<file path="src/rtl/pipe_skid_buf.sv">
// Inter-stage pipeline buffer: valid/ready handshake with a 2-entry skid, flush and stall profiling.
// Every output is a flop, so no combinational path runs from i_ready to o_ready.
//
// state | meaning
// EMPTY | nothing held, o_data shows the bubble value
// ONE   | main register holds the head payload
// FULL  | main holds the head payload, skid holds the next one, upstream is stalled
module pipe_skid_buf #(
  parameter int                DATA_W  = 64,
  parameter logic [DATA_W-1:0] NOP_VAL = '0,
  parameter int                CNT_W   = 16
) (
  input  logic              clk,
  input  logic              rst,
  input  logic              i_valid,
  output logic              o_ready,
  input  logic [DATA_W-1:0] i_data,
  output logic              o_valid,
  input  logic              i_ready,
  output logic [DATA_W-1:0] o_data,
  input  logic              i_flush,
  output logic [1:0]        o_count,
  output logic [CNT_W-1:0]  o_stall_cnt
);

  typedef enum logic [1:0] {
    EMPTY = 2'd0,
    ONE   = 2'd1,
    FULL  = 2'd2
  } state_t;

  state_t            state;
  logic [DATA_W-1:0] skid;
  logic              in_fire;
  logic              out_fire;

  assign in_fire  = i_valid & o_ready;
  assign out_fire = o_valid & i_ready;

  // o_data is the main register itself; o_ready/o_valid/o_count are kept in step with state.
  always_ff @(posedge clk or posedge rst) begin
    if (rst) begin
      state   <= EMPTY;
      o_data  <= NOP_VAL;
      skid    <= NOP_VAL;
      o_valid <= 1'b0;
      o_ready <= 1'b0;
      o_count <= 2'd0;
    end else if (i_flush) begin
      // An out_fire this cycle has already been taken by downstream; incoming data is dropped.
      state   <= EMPTY;
      o_data  <= NOP_VAL;
      skid    <= NOP_VAL;
      o_valid <= 1'b0;
      o_ready <= 1'b1;
      o_count <= 2'd0;
    end else begin
      case (state)
        EMPTY: begin
          o_ready <= 1'b1;
          if (in_fire) begin
            state   <= ONE;
            o_data  <= i_data;
            o_valid <= 1'b1;
            o_count <= 2'd1;
          end
        end
        ONE: begin
          if (in_fire && !out_fire) begin
            state   <= FULL;
            skid    <= i_data;
            o_ready <= 1'b0;
            o_count <= 2'd2;
          end else if (out_fire && !in_fire) begin
            state   <= EMPTY;
            o_data  <= NOP_VAL;
            o_valid <= 1'b0;
            o_count <= 2'd0;
          end else if (in_fire && out_fire) begin
            o_data <= i_data;
          end
        end
        FULL: begin
          // o_ready is low here, so only the downstream side can move.
          if (out_fire) begin
            state   <= ONE;
            o_data  <= skid;
            skid    <= NOP_VAL;
            o_ready <= 1'b1;
            o_count <= 2'd1;
          end
        end
        default: begin
          state   <= EMPTY;
          o_data  <= NOP_VAL;
          skid    <= NOP_VAL;
          o_valid <= 1'b0;
          o_ready <= 1'b1;
          o_count <= 2'd0;
        end
      endcase
    end
  end

  // Stall profiling counts flush cycles too and sticks at all-ones until reset.
  always_ff @(posedge clk or posedge rst) begin
    if (rst) begin
      o_stall_cnt <= '0;
    end else if (o_valid && !i_ready && (o_stall_cnt != {CNT_W{1'b1}})) begin
      o_stall_cnt <= o_stall_cnt + CNT_W'(1);
    end
  end

endmodule

</file>
<file path="config.mk">
export PLATFORM = sky130hd
export DESIGN_NAME = pipe_skid_buf
export DESIGN_NICKNAME = d
export VERILOG_FILES = /design/src/rtl/pipe_skid_buf.sv
export SDC_FILE = /design/constraint.sdc
export NUM_CORES = 1
export LEC_CHECK = 0
export ABC_AREA = 1
export BUFFER_PORTS_ARGS = -buffer_cell sky130_fd_sc_hd__buf_2
export CORE_MARGIN = 1.5
export CORE_UTILIZATION = 45
export CTS_CLUSTER_DIAMETER = 120
export DETAILED_ROUTE_END_ITERATION = 12
export PLACE_DENSITY = 0.71
export REMOVE_ABC_BUFFERS = 1
export SETUP_SLACK_MARGIN = 0.4
export SLEW_MARGIN = 25
export SYNTH_ARGS = -nofsm -noshare
export SYNTH_HDL_FRONTEND = slang
export SYNTH_SLANG_ARGS = --single-unit
</file>
<file path="constraint.sdc">
create_clock -name clk -period 5.2 [get_ports clk]
set_clock_uncertainty 0.1 [all_clocks]
set_input_delay 0.26 -clock clk [delete_from_list [all_inputs] [get_ports clk]]
set_output_delay 0.26 -clock clk [all_outputs]
set_load 0.1 [all_outputs]
</file>
==> flow_summary.html <==
<table>
<tr><th>Metric</th><th>Value</th></tr>
<tr><th colspan="2">Finish</th></tr>
<tr><td>Leading cell type in the layout, fill and taps excluded</td><td>nand2_1</td></tr>
<tr><td># fillers</td><td>1472</td></tr>
<tr><td>Synth-to-layout area growth</td><td>21.1%</td></tr>
<tr><td>Most frequent cells in the layout</td><td>nand2_1, buf_2, dfrtp_1</td></tr>
<tr><td>Nets@finish</td><td>1142</td></tr>
<tr><td>Final antenna diode count</td><td>0</td></tr>
<tr><td>Share of post-route cells with drive strength above 1</td><td>0.187</td></tr>
<tr><th colspan="2">Placement</th></tr>
<tr><td>Total half-perimeter wirelength after legalization and detailed placement</td><td>11.5 mm</td></tr>
<tr><td>Global placement routability congestion</td><td>just over 0.8</td></tr>
<tr><td>Port Buffers</td><td>152</td></tr>
<tr><th colspan="2">Timing</th></tr>
<tr><td>Slew Limit Fails</td><td>0</td></tr>
<tr><td>Setup-violating endpoint count in the final report</td><td>0</td></tr>
<tr><td>Final period utilization</td><td>0.469</td></tr>
<tr><td>Setup TNS Final</td><td>0 ns</td></tr>
<tr><td>Max Clk Rate</td><td>a little over 0.4 GHz</td></tr>
<tr><td>Final hold violation count</td><td>0</td></tr>
<tr><td>Slew at the pin closest to its max-slew limit</td><td>0.943 ns</td></tr>
<tr><td>Setup repair after global routing missed its margin</td><td>no</td></tr>
<tr><td>Relative slew slack</td><td>0.372</td></tr>
<tr><td>Clock period minus worst slack</td><td>approximately 2.4 ns</td></tr>
<tr><th colspan="2">Power and ir drop</th></tr>
<tr><td>Power dissipated by switching net loads</td><td>0.00301 W</td></tr>
<tr><td>Sequential cell fraction of total power</td><td>0.281</td></tr>
<tr><td>Internal cell power</td><td>0.00267 W</td></tr>
<tr><td>Switching part of the total power</td><td>0.530</td></tr>
<tr><td>Part of the power in combinational logic</td><td>0.491</td></tr>
<tr><td>Relative contribution of the clock network to total power</td><td>0.228</td></tr>
<tr><td>Cell area power density</td><td>about 650 mW/mm²</td></tr>
<tr><td>Pleak</td><td>approximately 4.6 nW</td></tr>
<tr><td>Final total power</td><td>0.00568 W</td></tr>
<tr><td>Worst vdd ir</td><td>0.457 mV</td></tr>
<tr><th colspan="2">CTS</th></tr>
<tr><td>Maximum clock insertion buffer count</td><td>2</td></tr>
<tr><td>CTS tree</td><td>done</td></tr>
<tr><td>Clock Sink Count</td><td>148</td></tr>
<tr><td>Number of buffers inserted for hold repair after clock tree synthesis</td><td>2</td></tr>
<tr><td>Number of H-tree levels</td><td>4</td></tr>
<tr><td>TritonCTS buffer count</td><td>17</td></tr>
<tr><td>Root buffer selected by CTS</td><td>clkbuf_16</td></tr>
<tr><td>Clock latency reported for the late side of the worst-skew pair</td><td>~0.42 ns</td></tr>
<tr><td>Total of cells resized after clock tree synthesis</td><td>0</td></tr>
<tr><td>Register clock-pin slew on the reported worst setup and hold paths</td><td>0.06 ns</td></tr>
<tr><td>Setup Buffers After CTS</td><td>0</td></tr>
<tr><th colspan="2">Critical path</th></tr>
<tr><td>Worst Path Class, Setup</td><td>reg -&gt; reg</td></tr>
<tr><td>Largest driver fanout on the critical path</td><td>35</td></tr>
<tr><td>Required time at the worst-slack endpoint</td><td>5.47 ns</td></tr>
<tr><td>Critical Path Sink Type</td><td>flop</td></tr>
<tr><td>Worst-case register-to-register setup slack</td><td>2.76 ns</td></tr>
<tr><td>Critical path's largest stage delay</td><td>around 0.60 ns</td></tr>
<tr><td>Largest delay contributor family on the critical path</td><td>simple AND/OR/NAND/NOR gates</td></tr>
<tr><td>Startpoint types</td><td>flop</td></tr>
<tr><td>Critical path cell sequence</td><td>inv_2, nand2_1, nor2_2, nand2_1, nand3_2, nor2_4, buf_4, nand2_1, nand2_1</td></tr>
<tr><td>Buffers plus inverters on the worst setup path</td><td>2</td></tr>
<tr><td>Data arrival time of the critical path</td><td>2.70 ns</td></tr>
<tr><td>Cell seen most often among critical-path stages</td><td>nand2_1</td></tr>
<tr><td>Slowest cell on the critical path</td><td>nor2_4</td></tr>
<tr><th colspan="2">Routing</th></tr>
<tr><td>Wire per inst</td><td>14.3 µm</td></tr>
<tr><td>Number of detailed-route iterations in the first pass</td><td>5</td></tr>
<tr><td>Via total after detailed routing</td><td>6665</td></tr>
<tr><td>Final ANT Viol Nets</td><td>0</td></tr>
<tr><td>Total wirelength of the detailed-routed design</td><td>between 15 and 20 mm</td></tr>
<tr><td>Ratio of routed vias to standard cells</td><td>5.13</td></tr>
<tr><td># DRC</td><td>0</td></tr>
<tr><td>Initial DRC Count</td><td>427</td></tr>
<tr><th colspan="2">Global route</th></tr>
<tr><td>First-pass GRT wire length</td><td>30.3 mm</td></tr>
<tr><td>Global routing usage summed across all routing layers</td><td>0.228</td></tr>
<tr><td>Number of global-route vias before repair</td><td>6118</td></tr>
<tr><td>Maximum number of pins on one net before global-route repair</td><td>105</td></tr>
<tr><td>Total congestion overflow after global routing</td><td>0</td></tr>
<tr><td>Number of antenna violations at the first check in global routing</td><td>1</td></tr>
<tr><th colspan="2">Synthesis</th></tr>
<tr><td>Post-synthesis average cell area</td><td>7.70 µm²</td></tr>
<tr><td>Cell type contributing the most total cell area after synthesis</td><td>dfrtp_1</td></tr>
<tr><td>Most area-consuming cells after synthesis</td><td>dfrtp_1, nand2_1, o211ai_1</td></tr>
<tr><td>Flop and latch count out of synthesis</td><td>148</td></tr>
<tr><td>Syn. warnings</td><td>0</td></tr>
<tr><td>Post-Syn Instances</td><td>942</td></tr>
<tr><td>Mapped Area</td><td>0.00725 mm²</td></tr>
<tr><td>Post-synthesis sequential area ratio</td><td>0.511</td></tr>
<tr><td>Area share of the largest cell type after synthesis</td><td>0.511</td></tr>
<tr><td>Cell variety after synth</td><td>25</td></tr>
<tr><th colspan="2">Die</th></tr>
<tr><td>Die height</td><td>130 µm</td></tr>
<tr><td>Core region area</td><td>0.0158 mm²</td></tr>
<tr><td>Total I/O pin count</td><td>153</td></tr>
<tr><td>Die area</td><td>0.0169 mm²</td></tr>
<tr><td>Die Span X</td><td>130 µm</td></tr>
<tr><td>Effective utilization at floorplan</td><td>0.458</td></tr>
<tr><td>Total number of placement rows</td><td>46</td></tr>
<tr><th colspan="2">Status</th></tr>
<tr><td>Outcome</td><td>completed</td></tr>
<tr><th colspan="2">Worst hold path</th></tr>
<tr><td>Hold Path Class</td><td>in -&gt; reg</td></tr>
<tr><th colspan="2">Flow run</th></tr>
<tr><td>Max-capacitance violation count</td><td>0</td></tr>
</table>
worst paths after layout:
path,from,to,depth (start not counted)
hold reg to reg,o_data[9],o_data[9],2
hold / removal,i_data[5],skid[5],3
setup reg to reg,state[1],o_data[34],9
setup / recovery,state[1],o_data[34],9
max in group asynchronous,rst,state[1],4
min in group asynchronous,rst,o_data[22],3
metal layers:
metal	track usage	vias to the layer above	routed length [µm]
met5	0	-	0
met4	0.0804	0	298
met3	0.0537	22	1160
met2	0.355	215	8390
met1	0.314	3133	8690
li1	-	3295	-
logic make-up after synthesis:
logic type      count (synthesis)  synth area share
compound gates                139             0.120
simple gates                  513             0.283
fa+ha+maj                       1           0.00173
xor+xnor                        7           0.00846
flops                         148             0.511
buf+inv                       134            0.0758
cell type report:
| class | instances | area (µm²) | share of cell area |
|---|---|---|---|
| Tap cell | 216 | 270 | 0.0308 |
| Multi-Input combinational cell | 660 | 3030 | 0.345 |
| Clock buffer | 20 | 457 | 0.0520 |
| Inverter | 81 | 309 | 0.0352 |
| Timing Repair Buffer | 164 | 856 | 0.0975 |
| Sequential cell | 148 | 3700 | 0.422 |
| Clock inverter | 10 | 156 | 0.0178 |
Yosys cell counts, drive strengths merged:
master and count:
nand3 77, nor2 25, xnor2 6, a31oi 1
xor2 1, clkbuf 27, a21boi 1, o211ai 65
ha 1, buf 26, nand4 6, a21oi 1
o21a 1, o21ai 70, inv 81, nand2 404
dfrtp 148, nand3b 1
worst reg2reg max path: cells and delay by family (launching register included):
kind,cells,cell delay [ns]
flip-flops,1,0.48
AND/OR/NAND/NOR,7,1.16
buffers and inverters,2,0.63
through the flow:
stage,setup WS [ns],area (µm²),util,instances,hold WS (ns)
floorplan,0.860,7000,-,889,0.314
global route,2.53,8780,0.555,1299,0.00749
global placement,2.85,8150,0.515,1267,0.359
finish,2.76,8780,0.555,1299,0.00959
CTS,2.74,8780,0.555,1299,0.000523
detailed placement,2.76,8150,0.515,1267,0.360
sequential cells by signal, summed over array words and instances (netlist names):
signal and cells:
o_ready 1, skid 64, o_data 64, o_stall_cnt 16
state 2, o_valid 1
power groups by stage:
stage	clock network (W)	logic (W)	registers, W
6_report	0.00129	0.00279	0.00160
3_3_place_gp	0	0.00278	0.00161
2_1_floorplan	0	0.000635	0.00321
5_1_grt	0.00137	0.00295	0.00163
4_1_cts	0.00131	0.00281	0.00160
3_5_place_dp	0	0.00281	0.00160
Power figures use the tool's default switching activity.
